## config.mk

```make
export PLATFORM = sky130hd
export DESIGN_NAME = wb_crossbar_arbiter
export DESIGN_NICKNAME = d
export VERILOG_FILES = /design/src/rtl/wb_crossbar_pkg.sv /design/src/rtl/wb_rr_arbiter.sv /design/src/rtl/wb_crossbar_arbiter.sv
export SDC_FILE = /design/constraint.sdc
export NUM_CORES = 1
export LEC_CHECK = 0
export CAP_MARGIN = 20
export CORE_MARGIN = 4
export CORE_UTILIZATION = 51
export CTS_BUF_LIST = sky130_fd_sc_hd__clkbuf_4 sky130_fd_sc_hd__clkbuf_8
export CTS_CLUSTER_DIAMETER = 150
export DETAILED_ROUTE_END_ITERATION = 8
export PLACE_DENSITY = 0.81
export SLEW_MARGIN = 20
export SYNTH_ARGS = -nofsm -noshare
export SYNTH_HDL_FRONTEND = slang
export SYNTH_SLANG_ARGS = --single-unit
```

## constraint.sdc

```tcl
create_clock -name i_clk -period 2.95 [get_ports i_clk]
set_clock_uncertainty 0.05 [all_clocks]
set_input_delay 0.59 -clock i_clk [delete_from_list [all_inputs] [get_ports i_clk]]
set_output_delay 0.59 -clock i_clk [all_outputs]
set_load 0.05 [all_outputs]
```

## src/rtl/wb_crossbar_pkg.sv

```systemverilog
// Shared types and helpers for the Wishbone crossbar slave-side arbitration stage.
package wb_crossbar_pkg;

    typedef enum logic [1:0] {
        IDLE = 2'd0,
        BUSY = 2'd1,
        HOLD = 2'd2
    } arb_state_e;

    // Watchdog counter width; a disabled watchdog still gets a 1-bit counter.
    function automatic int tmo_cnt_width(input int timeout);
        return (timeout > 0) ? $clog2(timeout + 1) : 1;
    endfunction

endpackage

```

## src/rtl/wb_rr_arbiter.sv

```systemverilog
// Per-slave round-robin arbiter: grants one master, locks it for the bus cycle,
// and force-releases the slave through a watchdog when it never responds.
module wb_rr_arbiter
    import wb_crossbar_pkg::*;
#(
    parameter int NM      = 2,
    parameter int TIMEOUT = 255
) (
    input  logic          i_clk,
    input  logic          i_rst,
    input  logic [NM-1:0] i_req,
    input  logic [NM-1:0] i_cyc,
    input  logic [NM-1:0] i_stb,
    input  logic          i_resp,
    output logic [NM-1:0] o_grant,
    output logic [NM-1:0] o_timeout
);

    localparam int PW = (NM > 1) ? $clog2(NM) : 1;
    localparam int CW = tmo_cnt_width(TIMEOUT);
    localparam logic [PW-1:0] PTR_RST = PW'(NM - 1);

    arb_state_e     state_q, state_d;
    logic [PW-1:0]  ptr_q, ptr_d;
    logic [NM-1:0]  grant_q, grant_d;
    logic [NM-1:0]  timeout_q, timeout_d;
    logic [CW-1:0]  cnt_q, cnt_d;

    logic           found;
    logic [PW-1:0]  winner;
    int             cand;
    logic           owner_cyc;
    logic           owner_stb;

    // The pointer doubles as the owner index while BUSY/HOLD.
    assign owner_cyc = i_cyc[ptr_q];
    assign owner_stb = i_stb[ptr_q];

    always_comb begin
        found  = 1'b0;
        winner = ptr_q;
        cand   = 0;
        for (int i = 1; i <= NM; i++) begin
            cand = int'(ptr_q) + i;
            if (cand >= NM) begin
                cand = cand - NM;
            end
            if (!found && i_req[cand[PW-1:0]]) begin
                found  = 1'b1;
                winner = cand[PW-1:0];
            end
        end
    end

    always_comb begin
        state_d   = state_q;
        ptr_d     = ptr_q;
        grant_d   = grant_q;
        cnt_d     = cnt_q;
        timeout_d = '0;
        case (state_q)
            IDLE: begin
                if (found) begin
                    grant_d         = '0;
                    grant_d[winner] = 1'b1;
                    ptr_d           = winner;
                    cnt_d           = '0;
                    state_d         = BUSY;
                end
            end
            BUSY: begin
                // Owner release beats the watchdog; a response beats the threshold.
                if (!owner_cyc) begin
                    grant_d = '0;
                    cnt_d   = '0;
                    state_d = IDLE;
                end else if (TIMEOUT > 0) begin
                    if (i_resp || !owner_stb) begin
                        cnt_d = '0;
                    end else if (int'(cnt_q) + 1 >= TIMEOUT) begin
                        grant_d          = '0;
                        cnt_d            = '0;
                        timeout_d[ptr_q] = 1'b1;
                        state_d          = HOLD;
                    end else begin
                        cnt_d = cnt_q + 1'b1;
                    end
                end
            end
            HOLD: begin
                if (!owner_cyc) begin
                    state_d = IDLE;
                end
            end
            default: state_d = IDLE;
        endcase
    end

    always_ff @(posedge i_clk) begin
        if (i_rst) begin
            state_q   <= IDLE;
            ptr_q     <= PTR_RST;
            grant_q   <= '0;
            timeout_q <= '0;
            cnt_q     <= '0;
        end else begin
            state_q   <= state_d;
            ptr_q     <= ptr_d;
            grant_q   <= grant_d;
            timeout_q <= timeout_d;
            cnt_q     <= cnt_d;
        end
    end

    assign o_grant   = grant_q;
    assign o_timeout = timeout_q;

endmodule

```

## src/rtl/wb_crossbar_arbiter.sv

```systemverilog
// Slave-side arbitration stage of the Wishbone crossbar: one round-robin
// arbiter per slave, fed by the decoder's master-to-slave request matrix.
module wb_crossbar_arbiter
    import wb_crossbar_pkg::*;
#(
    parameter int NM      = 2,
    parameter int NS      = 2,
    parameter int TIMEOUT = 255
) (
    input  logic                   i_clk,
    input  logic                   i_rst,
    input  logic [NM-1:0]          i_cyc,
    input  logic [NM-1:0]          i_stb,
    input  logic [NM-1:0][NS-1:0]  i_requested,
    input  logic [NS-1:0]          i_slave_resp,
    output logic [NS-1:0][NM-1:0]  o_grant,
    output logic [NM-1:0]          o_granted,
    output logic [NM-1:0]          o_timeout
);

    generate
        if (NM < 1) begin : g_bad_nm
            $error("wb_crossbar_arbiter: NM must be at least 1");
        end
        if (NS < 1) begin : g_bad_ns
            $error("wb_crossbar_arbiter: NS must be at least 1");
        end
    endgenerate

    logic [NS-1:0][NM-1:0] req;
    logic [NS-1:0][NM-1:0] slave_tmo;

    genvar gi, gj;
    generate
        for (gi = 0; gi < NS; gi++) begin : g_slave
            for (gj = 0; gj < NM; gj++) begin : g_master
                assign req[gi][gj] = i_cyc[gj] & i_stb[gj] & i_requested[gj][gi];
            end

            wb_rr_arbiter #(
                .NM      (NM),
                .TIMEOUT (TIMEOUT)
            ) u_arb (
                .i_clk     (i_clk),
                .i_rst     (i_rst),
                .i_req     (req[gi]),
                .i_cyc     (i_cyc),
                .i_stb     (i_stb),
                .i_resp    (i_slave_resp[gi]),
                .o_grant   (o_grant[gi]),
                .o_timeout (slave_tmo[gi])
            );
        end
    endgenerate

    // Outputs are pure ORs of registered state, so no input reaches them combinationally.
    always_comb begin
        o_granted = '0;
        o_timeout = '0;
        for (int s = 0; s < NS; s++) begin
            o_granted = o_granted | o_grant[s];
            o_timeout = o_timeout | slave_tmo[s];
        end
    end

endmodule

```

* Word-level counts from Yosys, hierarchy flattened *
Cells that the tools add are included.

word-level totals
  output and inout bits = 8
  word-level logic and storage cells = 160
  register bits = 30
  input bits = 12

operators by class
  reductions and logical operators = 26
  equality and inequality tests = 12
  bitwise operators = 14
  add/subtract/negate cells = 12
  multiplexer cells = 68
  $lt $le $gt $ge = 18

operators with widths
  kind                                                                           count
  32-bit by 9-bit >= comparator with 1-bit output (second input constant)        2
  8-bit two-way mux                                                              8
  2-bit two-way mux                                                              18
  1-bit two-way mux                                                              32
  8-bit case mux with 2 select lines                                             2
  8-bit by 1-bit adder with 9-bit output (second input constant)                 2
  8-bit by 1-bit adder with 8-bit output (second input constant)                 2
  1-bit by 2-bit less-than comparator with 1-bit output (second input constant)  8
  4-bit AND reduction                                                            4
  3-bit != test (second input constant)                                          4
  2-bit case mux with 3 select lines                                             2
  5-bit OR reduction                                                             2
  2-bit case mux with 2 select lines                                             2
  2-bit AND reduction                                                            4
  1-bit by 2-bit adder with 3-bit output (second input constant)                 2
  1-bit AND                                                                      6
  3-bit by 2-bit >= comparator with 1-bit output (second input constant)         2
  1-bit logical AND                                                              6
  1-bit NOT                                                                      6
  1-bit by 1-bit adder with 2-bit output (second input constant)                 2
  1-bit demux with 1-bit select                                                  4
  2-bit by 1-bit == test with 1-bit output (second input constant)               2
  2-bit == test (second input constant)                                          2
  1-bit >= comparator (second input constant)                                    4
  9 further kinds                                                                22

* Logic depth before layout (Yosys ltp) *
Gate-level depths: netlist of run 1.

  depth after elaboration = 15
  depth in mapped cells = 8
  gate-level depth less buffers = 7

* Modules after synthesis *
Synthesis of run 1 repeated with hierarchy kept, for this count alone.

second synthesis, totals
  cells, all modules = 216
  area, all modules = 1,856.8 µm²

by module, submodules not included
  module               cells each  area an instance (µm²)  times used  sequential area each (µm²)
  wb_rr_arbiter        104         903.4                   2           300.3
  wb_crossbar_arbiter  8           50.0                    1           0.0

* Worst setup path before layout of run 1 *
No wires, ideal clock.

  path kind = input port to flip-flop
  start point = in i_cyc[0]
  end point = reg g_slave[0].u_arb.cnt_q[2]
  required time = 2,809 ps
  library setup time = 91 ps
  stages = 5
  arrival = 1,829 ps
  path buffers = 1
  slack = 980 ps
  cells stage by stage = mux2_4 -> or4b_1 -> buf_2 -> a311o_1 -> a311oi_1

between the ends
  longest elaborated chain between the ends = 10
  elaborated cells on any way between the ends = 16
  those cells by class = eq/ne: 1; mux: 10; bitwise: 2; reduce/logical: 3

ends and longest elaborated chain
  element                                               RTL line                   RTL
  from (decl)                                           wb_crossbar_arbiter.sv:12  input logic [NM-1:0] i_cyc,
  1-bit AND (2 in a row)                                wb_crossbar_arbiter.sv:37  assign req[gi][gj] = i_cyc[gj] & i_stb[gj] & i_requested[gj][gi];
  1-bit two-way mux (implied by the code) (2 in a row)  wb_rr_arbiter.sv:48        if (!found && i_req[cand[PW-1:0]]) begin
  1-bit two-way mux                                     wb_rr_arbiter.sv:48
  1-bit logical NOT                                     wb_rr_arbiter.sv:48
  1-bit logical AND                                     wb_rr_arbiter.sv:48
  1-bit two-way mux                                     wb_rr_arbiter.sv:48
  2-bit by 1-bit != test with 1-bit output (no line)    -
  2-bit AND reduction (no line)                         -
  to (signal assigned)                                  wb_rr_arbiter.sv:111       cnt_q <= cnt_d;
  to (decl)                                             wb_rr_arbiter.sv:27        logic [CW-1:0] cnt_q, cnt_d;

Several ways; a longest one is shown, not always the timed one. The select of a mux whose other input is x is not followed.
A chain may end at the register's enable or synchronous reset.

* Worst setup path in the final report of run 1 *
Same ends and word-level chain as after synthesis.

==> results.md, run 1 <==
- Status: finished clean
- Clk buf depth: 2
- Worst Hold Class: flop to flop
- Global placer's final weighted congestion: 0.7802
- Data required, critical path: 3.15 ns
- Worst Path Arrival: 2.57 ns
- Final setup violation count: 0
- CTS hold repair buffers: 0
- TritonCTS Buffers: 5
- Mapped Area: 1732 um2
- Seq/Total Area, Yosys: 34.68%
- Final worst path period share: 80.42%
- Max H-tree Level: 2
- Most frequent cells in the layout: dfxtp_1, nand2_1, nor2_1, clkdlybuf4s50_1, a31oi_1
- Root Driver: clkbuf_4
- Maximum clock rate: 421.5 MHz
- TNS Setup: 0 ns
- Starting Density: 54.92%
- R2r endpoint: g_slave[0].u_arb.cnt_q[5]
- Critical Path Max Stage Delay: 0.58 ns
- Clock latency at the later pin of the worst-skew pair: 0.33 ns
- Post-synthesis register bit count: 30
- Max-slew headroom: 65.98%
- Synth unique cells: 45
- Yosys warnings: 0
- Fin. Hold Viols: 0
- Fillers: 286
- Max_cap viols: 0
- PD cells: 392.2 nW/um2
- Hold Path End: g_slave[0].u_arb.cnt_q[7]
- CP Cell Sequence: clkdlybuf4s50_1 > mux2_4 > or4b_1 > a311o_1 > a311oi_1
- Initial antenna violation count: 0
- Synth-to-layout area growth: 18.14%
- Worst Setup End Kind: flop
- Die outline height: 66.27 um
- WL final: 3874 um
- Layout cells sized above 1: 11.11%
- Nets: 258
- Clock sinks: 30
- Final HPWL DP: 2839 um
- Max-slew violation count: 0
- Vias per std cell: 5.840
- Die ar.: 4392 um2
- # DRC: 0
- Lkg Pwr: 0.0007240 uW
- Clock Pin Slew Worst Setup and Hold Paths: 0.09 ns
- RSZ-0062 raised after global routing: false
- Crit start category: primary input
- Min Tclk post-route: 2.372 ns
- Pin count of the biggest net entering global routing: 11
- Crit path max-delay family: compound AO/OA/AOI/OAI gates
- Peak supply drop: 0.0001915 V
- Iteration-0 DRC Markers: 103
- Hold Crit Start: g_slave[0].u_arb.cnt_q[7]
- Number of global-route vias before repair: 1,519
- Antenna Cells: 0
- Flop-to-flop setup slack: 0.89 ns
- Resized cells post-CTS: 0
- Buffers on Ports: 19
- Wirelength per Cell: 13.50 um
- TritonCTS clock tree: built
- Reg2reg path depth: 8
- Ys flop type: dfxtp_1
- Crit path kind: primary input to flop
- Highest-delay cell along the critical path: clkdlybuf4s50_1
- I/O Pins: 20
- Crit Reg-Reg Startpoint: g_slave[0].u_arb.cnt_q[0]
- DIE WIDTH: 66.27 um
- Mapped Avg Cell Area: 7.907 um2
- Top fanout value on the critical path: 7
- Post-Syn Instances: 219
- Vias post-DR: 1,676
- Core area: 3153 um2
- Global-route wire length before repair: 6665 um
- Worst Hold Path Cells: 1
- Design Power: 802.3 uW
- Least-Margin Pin Slew: 0.5087 ns
- DRT Pass-1 Iters: 4
- Post-synth EDFFs: 0
- Setup Fix Bufs, Post-CTS: 0
- FFs w/ async S/R, synth: 0%
- Syn Nets: 235
- Total GRT Usage: 19.52%
- Post-route ant nets: 0
- Cell Rows: 20
- GRT Residual Overflow: 0
- Commonest non-fill, non-tap cell in the layout: dfxtp_1
- Final core utilization: 64.88%
- Worst path buffer plus inverter count: 1
## worst max path at each step
stage,startpoint,to,depth (start not counted)
3_3_place_gp,i_cyc[0],g_slave[0].u_arb.cnt_q[2],5
3_5_place_dp,i_cyc[0],g_slave[0].u_arb.cnt_q[2],5
6_report,i_cyc[0],g_slave[0].u_arb.cnt_q[2],5
4_1_cts,i_cyc[0],g_slave[0].u_arb.cnt_q[2],5
2_1_floorplan,i_cyc[0],g_slave[0].u_arb.cnt_q[2],5
5_1_grt,i_cyc[0],g_slave[0].u_arb.cnt_q[7],6
## sequential cells by signal, indices dropped and copies added (netlist names)
name	count
g_slave.u_arb.state_q	4
g_slave.u_arb.o_grant	4
g_slave.u_arb.ptr_q	2
g_slave.u_arb.cnt_q	16
g_slave.u_arb.o_timeout	4
## worst register-to-register path, stage by stage (launching register included)
cell and delay [ns]:
dfxtp_1 0.41, inv_1 0.10, ha_1 0.27, o21ai_0 0.15
o21ai_0 0.11, a31oi_1 0.39, buf_4 0.25, nand3b_1 0.09
a31oi_1 0.16
## cells in the mapped netlist, types with 3 or more instances
cell / instances / area, um2
and2_1: 3 / 18.77
nand2_1: 23 / 86.33
mux2i_1: 4 / 40.04
o21ai_0: 5 / 25.02
and3_1: 6 / 37.54
clkbuf_1: 6 / 22.52
inv_1: 10 / 37.54
o211ai_1: 5 / 37.54
nand3_1: 13 / 65.06
nand2b_1: 4 / 25.02
nand3b_1: 7 / 52.55
or2_2: 7 / 43.79
nor3b_1: 3 / 22.52
nand4_1: 3 / 18.77
dfxtp_1: 30 / 600.6
nor2_1: 19 / 71.32
and4_1: 3 / 26.28
nor3_1: 5 / 25.02
o21ai_1: 6 / 30.03
a21oi_1: 10 / 50.05
a31oi_1: 14 / 87.58
ha_1: 4 / 50.05
## cell type report
class	instances	area, um2	area share (%)
multi-input cells	170	1054	51.50
repair buffers	25	235.2	11.50
well taps	44	55.05	2.691
clock inverters	2	12.51	0.6116
clock buffers	6	51.30	2.508
inverters	10	37.54	1.835
flip-flops and latches	30	600.6	29.36
## power breakdown
group / internal (uW) / leakage [uW] / switching [uW]
Combinational: 48.9 / 0.000447 / 66.3
Clock: 114 / 0.0000343 / 151
Sequential: 412 / 0.000243 / 9.65
## logic make-up after synthesis
logic type | share of synthesized area (%)
AOI/OAI and AO/OA | 20.81
xor gates and xnor gates | 1.518
adders and majority gates | 2.890
buffers and inverters | 4.480
DFF | 34.68
muxes | 3.179
and+or+nand+nor | 32.44
## layer usage
metal  vias up  GRT usage [%]  wire, um
met5         -              0         0
met4         0          5.838        53
met3         8          5.782       200
met2        48          34.08      1782
met1       768          22.75      1837
li1        852              -         -
## metrics by stage
step	setup slack [ns]	area (um2)	instances	hold WS, ns
after floorplan	0.9802	1732	219	0.3819
after global placement	0.2953	1982	279	0.3955
after detailed placement	0.2508	1982	279	0.4175
after CTS	0.5875	2046	287	0.4315
after global routing	0.5004	2046	287	0.4644
final	0.5776	2046	287	0.4311
(Power assumes the default switching activity.)
==> inputs of run 2 (changes only) <==
--- a/config.mk
+++ b/config.mk
@@ -11,7 +11,7 @@
 export CTS_BUF_LIST = sky130_fd_sc_hd__clkbuf_4 sky130_fd_sc_hd__clkbuf_8
 export CTS_CLUSTER_DIAMETER = 150
 export DETAILED_ROUTE_END_ITERATION = 8
-export PLACE_DENSITY = 0.81
+export PLACE_DENSITY = 0.84
 export SLEW_MARGIN = 20
 export SYNTH_ARGS = -nofsm -noshare
 export SYNTH_HDL_FRONTEND = slang
==> constraint.sdc (replaced) <==
create_clock -name i_clk -period 1.9 [get_ports i_clk]
set_clock_uncertainty 0.05 [all_clocks]
set_input_delay 0.38 -clock i_clk [delete_from_list [all_inputs] [get_ports i_clk]]
set_output_delay 0.38 -clock i_clk [all_outputs]
set_load 0.05 [all_outputs]
==> results.md, run 2 (same netlist as run 1, synthesis figures left out) <==
- Wirelength per Cell: 14.75 um (+9.3%)
- Total GRT Usage: 22.44% (+2.9 points)
- Highest-delay cell along the critical path: or4b_4
- Commonest non-fill, non-tap cell in the layout: buf_4
- Max-slew violation count: 0 (unchanged)
- Nets: 279 (+8.1%)
- Setup Fix Bufs, Post-CTS: 0 (unchanged)
- Peak supply drop: 0.0004434 V (+130%)
- GRT Residual Overflow: 0 (unchanged)
- Final Cell Area: 2250 um2 (+10%)
- Crit. Startpoint: i_cyc[0]
- Number of global-route vias before repair: 1,687 (+11%)
- Biggest register: g_slave.u_arb.cnt_q
- Global-route wire length before repair: 7624 um (+14%)
- Flop-to-flop setup slack: 0.09 ns (-0.80 ns)
- Clock Pin Slew Worst Setup and Hold Paths: 0.10 ns (about the same)
- R2r endpoint: g_slave[0].u_arb.cnt_q[2]
- WL final: 4544 um (+17%)
- DIE WIDTH: 66.27 um (unchanged)
- DRT Pass-1 Iters: 4 (unchanged)
- I/O Pins: 20 (unchanged)
- Crit Reg-Reg Startpoint: g_slave[0].u_arb.ptr_q
- Max H-tree Level: 2 (unchanged)
- RSZ-0062 raised after global routing: true
- Final setup violation count: 0 (unchanged)
- Core area: 3153 um2 (unchanged)
- Reg2reg path depth: 4 (-4)
- CP Cell Sequence: clkdlybuf4s50_1 > mux2_4 > or4b_4 > a311o_1 > a311oi_1
- PD cells: 616.9 nW/um2 (+57%)
- Cell Rows: 20 (unchanged)
- Buffers on Ports: 19 (unchanged)
- # DRC: 0 (unchanged)
- Die ar.: 4392 um2 (unchanged)
- Starting Density: 54.92% (unchanged)
- Crit start category: primary input
- TritonCTS clock tree: built
- Clock latency at the later pin of the worst-skew pair: 0.34 ns (about the same)
- Fin. Hold Viols: 0 (unchanged)
- Synth-to-layout area growth: 29.91%
- Final core utilization: 71.35% (+6.5 points)
- Max_cap viols: 0 (unchanged)
- Status: finished clean
- Iteration-0 DRC Markers: 157 (+52%)
- Root Driver: clkbuf_4
- Lkg Pwr: 0.0008711 uW (+20%)
- Max-slew headroom: 78.16% (+12 points)
- Final worst path period share: 97.83%
- Min Tclk post-route: 1.859 ns
- Worst Path Arrival: 2.07 ns (-0.50 ns)
- Global placer's final weighted congestion: 0.8436 (+8.1%)
- TNS Setup: 0 ns (unchanged)
- Antenna Cells: 0 (unchanged)
- Worst setup endpoint: g_slave[0].u_arb.cnt_q[2]
- Worst Hold Class: flop to flop
- Post-route ant nets: 0 (unchanged)
- Hold_ws: 0.4050 ns (-0.02610 ns)
- Worst Setup End Kind: flop
- Die outline height: 66.27 um (unchanged)
- Vias post-DR: 1,823 (+8.8%)
- Critical Path Max Stage Delay: 0.51 ns (-0.07 ns)
- Clock sinks: 30 (unchanged)
- Largest register FFs: 16 (unchanged)
- Least-Margin Pin Slew: 0.3275 ns (-0.1811 ns)
- TritonCTS Buffers: 5 (unchanged)
- Final HPWL DP: 3409 um (+20%)
- Maximum clock rate: 538.0 MHz
- Layout cells sized above 1: 24.62% (+14 points)
- Post-place instance area: 2132 um2 (+7.6%)
- Top fanout value on the critical path: 6 (-1)
- Initial antenna violation count: 0 (unchanged)
- Vias per std cell: 5.919 (+1.4%)
- Most frequent cells in the layout: buf_4, dfxtp_1, nand2_1, nor2_1, a31oi_1
- Clk buf depth: 2 (unchanged)
- Pin count of the biggest net entering global routing: 24 (+13)
- Data required, critical path: 2.11 ns (-1.04 ns)
- Crit path kind: primary input to flop
## run 2: power breakdown
part,leakage (uW),total [uW],switching [uW],internal [uW]
registers,0.000245,653,13.2,639
clock network,0.0000450,513,241,272
logic,0.000581,222,119,103
## run 2: worst min path at each step
stage                              startpoint                        end  slack (ns)  depth (start not counted)
finish              g_slave[0].u_arb.cnt_q[7]  g_slave[0].u_arb.cnt_q[7]        0.41                          1
global route        g_slave[0].u_arb.cnt_q[7]  g_slave[0].u_arb.cnt_q[7]        0.45                          1
global placement    g_slave[0].u_arb.cnt_q[7]  g_slave[0].u_arb.cnt_q[7]        0.40                          1
floorplan           g_slave[0].u_arb.cnt_q[7]  g_slave[0].u_arb.cnt_q[7]        0.38                          1
detailed placement  g_slave[0].u_arb.cnt_q[7]  g_slave[0].u_arb.cnt_q[7]        0.39                          1
CTS                 g_slave[0].u_arb.cnt_q[7]  g_slave[0].u_arb.cnt_q[7]        0.41                          1
## run 2: cell type report
class                   count  area (um2)
clock buffers               5       37.54
clock inverters             3       40.04
fillers                   262       903.4
inverters                  10       37.54
multi-input cells         170        1090
flip-flops and latches     30       605.6
well taps                  44       55.05
repair buffers             46       384.1
## run 2: metrics by stage
stage	worst slack (ns)	total power [uW]	instances
after floorplan	0.03189	771.3	219
after global placement	-0.4058	878.1	300
after detailed placement	-0.4832	884.3	300
after CTS	0.009207	1396	308
after global routing	-0.01059	1441	308
final	0.04132	1388	308
## run 2: per-layer routing
| layer | part of all wire (%) | GRT usage [%] |
|---|---|---|
| met1 | 43 | 26.83 |
| met2 | 50 | 39.16 |
| met3 | 6.5 | 5.952 |
| met4 | 0.70 | 6.091 |
| met5 | 0 | 0 |
## run 2: what timing repair did
item                       4_1_cts  5_1_grt
pin swaps                        1        4
resized for setup                4        9
setup endpoints to repair        9       17
hold buffers                     0        0
## run 2: worst max-delay path, delay by kind of cell
| family | cells | cell delay, ns |
|---|---|---|
| compound gates | 2 | 0.53 |
| buf+inv | 1 | 0.47 |
| mux | 1 | 0.16 |
| simple gates | 1 | 0.51 |
==> variant: new RTL, settings of run 2 <==
Register the output `o_timeout`, without a reset; this adds one clock of latency there. The other outputs are not delayed to match.
--- a/src/rtl/wb_crossbar_arbiter.sv
+++ b/src/rtl/wb_crossbar_arbiter.sv
@@ -19,2 +19,4 @@
 );
+
+    logic [NM-1:0] o_timeout_d;
 
@@ -58,7 +60,11 @@
         o_granted = '0;
-        o_timeout = '0;
+        o_timeout_d = '0;
         for (int s = 0; s < NS; s++) begin
             o_granted = o_granted | o_grant[s];
-            o_timeout = o_timeout | slave_tmo[s];
+            o_timeout_d = o_timeout_d | slave_tmo[s];
         end
+    end
+
+    always_ff @(posedge i_clk) begin
+        o_timeout <= o_timeout_d;
     end
Behaviour: same outputs for any inputs over 10 cycles, from zero or initial values and one cycle with i_rst high; that may be too few to reach the edited logic, so the function may still have changed.
==> variant against run 2 <==
- the run now ends with negative setup slack left
- design area up 21%
- clock power is 16% higher
- sequential cell count up 2
- count of clock-buffer cells in the layout increased by 2
- total power increased by 8.4%
- routed wire length grew 29%
- utilization rose by 9.5 points
- setup slack worse by 0.22 ns
- non-clock buffer count is 30 higher
- cell count grew 12%
- global-route usage up 2.5 points
- synthesized area grew 3.5%
- combinational power fell by 2%
- critical endpoint unchanged
==> variant: results (changes against run 2) <==
| Metric | Value |
|---|---|
| Status | `finished with violations` |
| Failing checks | `negative setup slack` |
| Power Total | `1.505 mW (+8.4%)` |
| Seq/Total Area, Yosys | `0.3575 (+0.01072)` |
| Met1 GRT Util | `0.2990 (+0.03066)` |
| Routed length per placed instance | `16.93 um (+15%)` |
| First-pass GRT wire length | `8562 um (+12%)` |
| Drt initial violations | `263 (+68%)` |
| Layout cell share with drive strength beyond 1 | `0.3933 (+0.1471)` |
| WHS | `0.3750 ns (-0.03001 ns)` |
| Gr usage total | `0.2497 (+0.02536)` |
| Logic pwr share | `0.145 (-0.015)` |
| Vias | `1996 (+9.5%)` |
| DP Worst Slack | `-0.2545 ns (+0.2287 ns)` |
| M2 GR Usage | `0.4245 (+0.03297)` |
| Met3 Track Usage GR | `0.07155 (+0.01202)` |
| Worst r2r path cells | `9 (+5)` |
| Layout Nets | `315 (+13%)` |
| Detailed placer's ending HPWL | `3409 um (about the same)` |
| Yosys cell types | `49 (+8.9%)` |
| Area after DPL | `0.002421 mm2 (+14%)` |
| Slew headroom | `0.6665 (-0.1152)` |
| Most frequent cells after synthesis | `dfxtp_1 (32), nor2_1 (20), nand2_1 (19), nand3_1 (14), a21oi_1 (13)` |
| Cell count after placement | `331 (+10%)` |
| Vias in the first global route | `1900 (+13%)` |
| Leakage | `1.204 nW (+38%)` |
| Seq pwr share | `0.460 (-0.010)` |
| FILL cells | `176 (-33%)` |
| Setup ws final | `-0.1758 ns (-0.2172 ns)` |
| Reg2Reg Launch Point | `g_slave[0].u_arb.cnt_q[1]$_SDFFE_PP0P_` |
| Cell family with most CP delay | `simple AND/OR/NAND/NOR gates` |
| CP max stage delay | `0.39 ns (-0.12 ns)` |
| Final setup viols | `25 (+25)` |
| Worst-path fanout max | `3 (-3)` |
| Routed wl met2 | `2756 um (+22%)` |
| Worst EP arrival | `2.26 ns (+0.19 ns)` |
[variant: changes by cell type after synthesis, moves of 5 or more]
cell	delta
a21o_1	+9
a31oi_1	-12
nand3b_1	-5
o21ai_1	-5
[variant: cells by family after synthesis]
family / count (synthesis) / share of synthesized area
multiplexers: 5 / 0.02793
AO/OA/AOI/OAI: 60 / 0.2298
buffers and inverters: 14 / 0.03002
flip-flops: 32 / 0.3575
XOR/XNOR: 4 / 0.01955
adder cells (fa/ha/maj): 4 / 0.02793
AND/OR/NAND/NOR: 102 / 0.3073
[variant: layout make-up]
cell class                 instances  area [um2]  area share
clock buffer                       7       65.06     0.02394
clock inverter                     1       30.03     0.01105
inverter                           9       33.78     0.01243
multi-input combinational        175        1252      0.4609
sequential                        32       656.9      0.2417
tap                               46       57.56     0.02118
timing repair buffer              76       621.8      0.2288
[variant: repair_timing]
item	in CTS	in global routing
setup endpoints to repair	27	29
gates resized for setup	24	16
gates cloned	0	0
pin swaps	24	8
buffers inserted	5	5
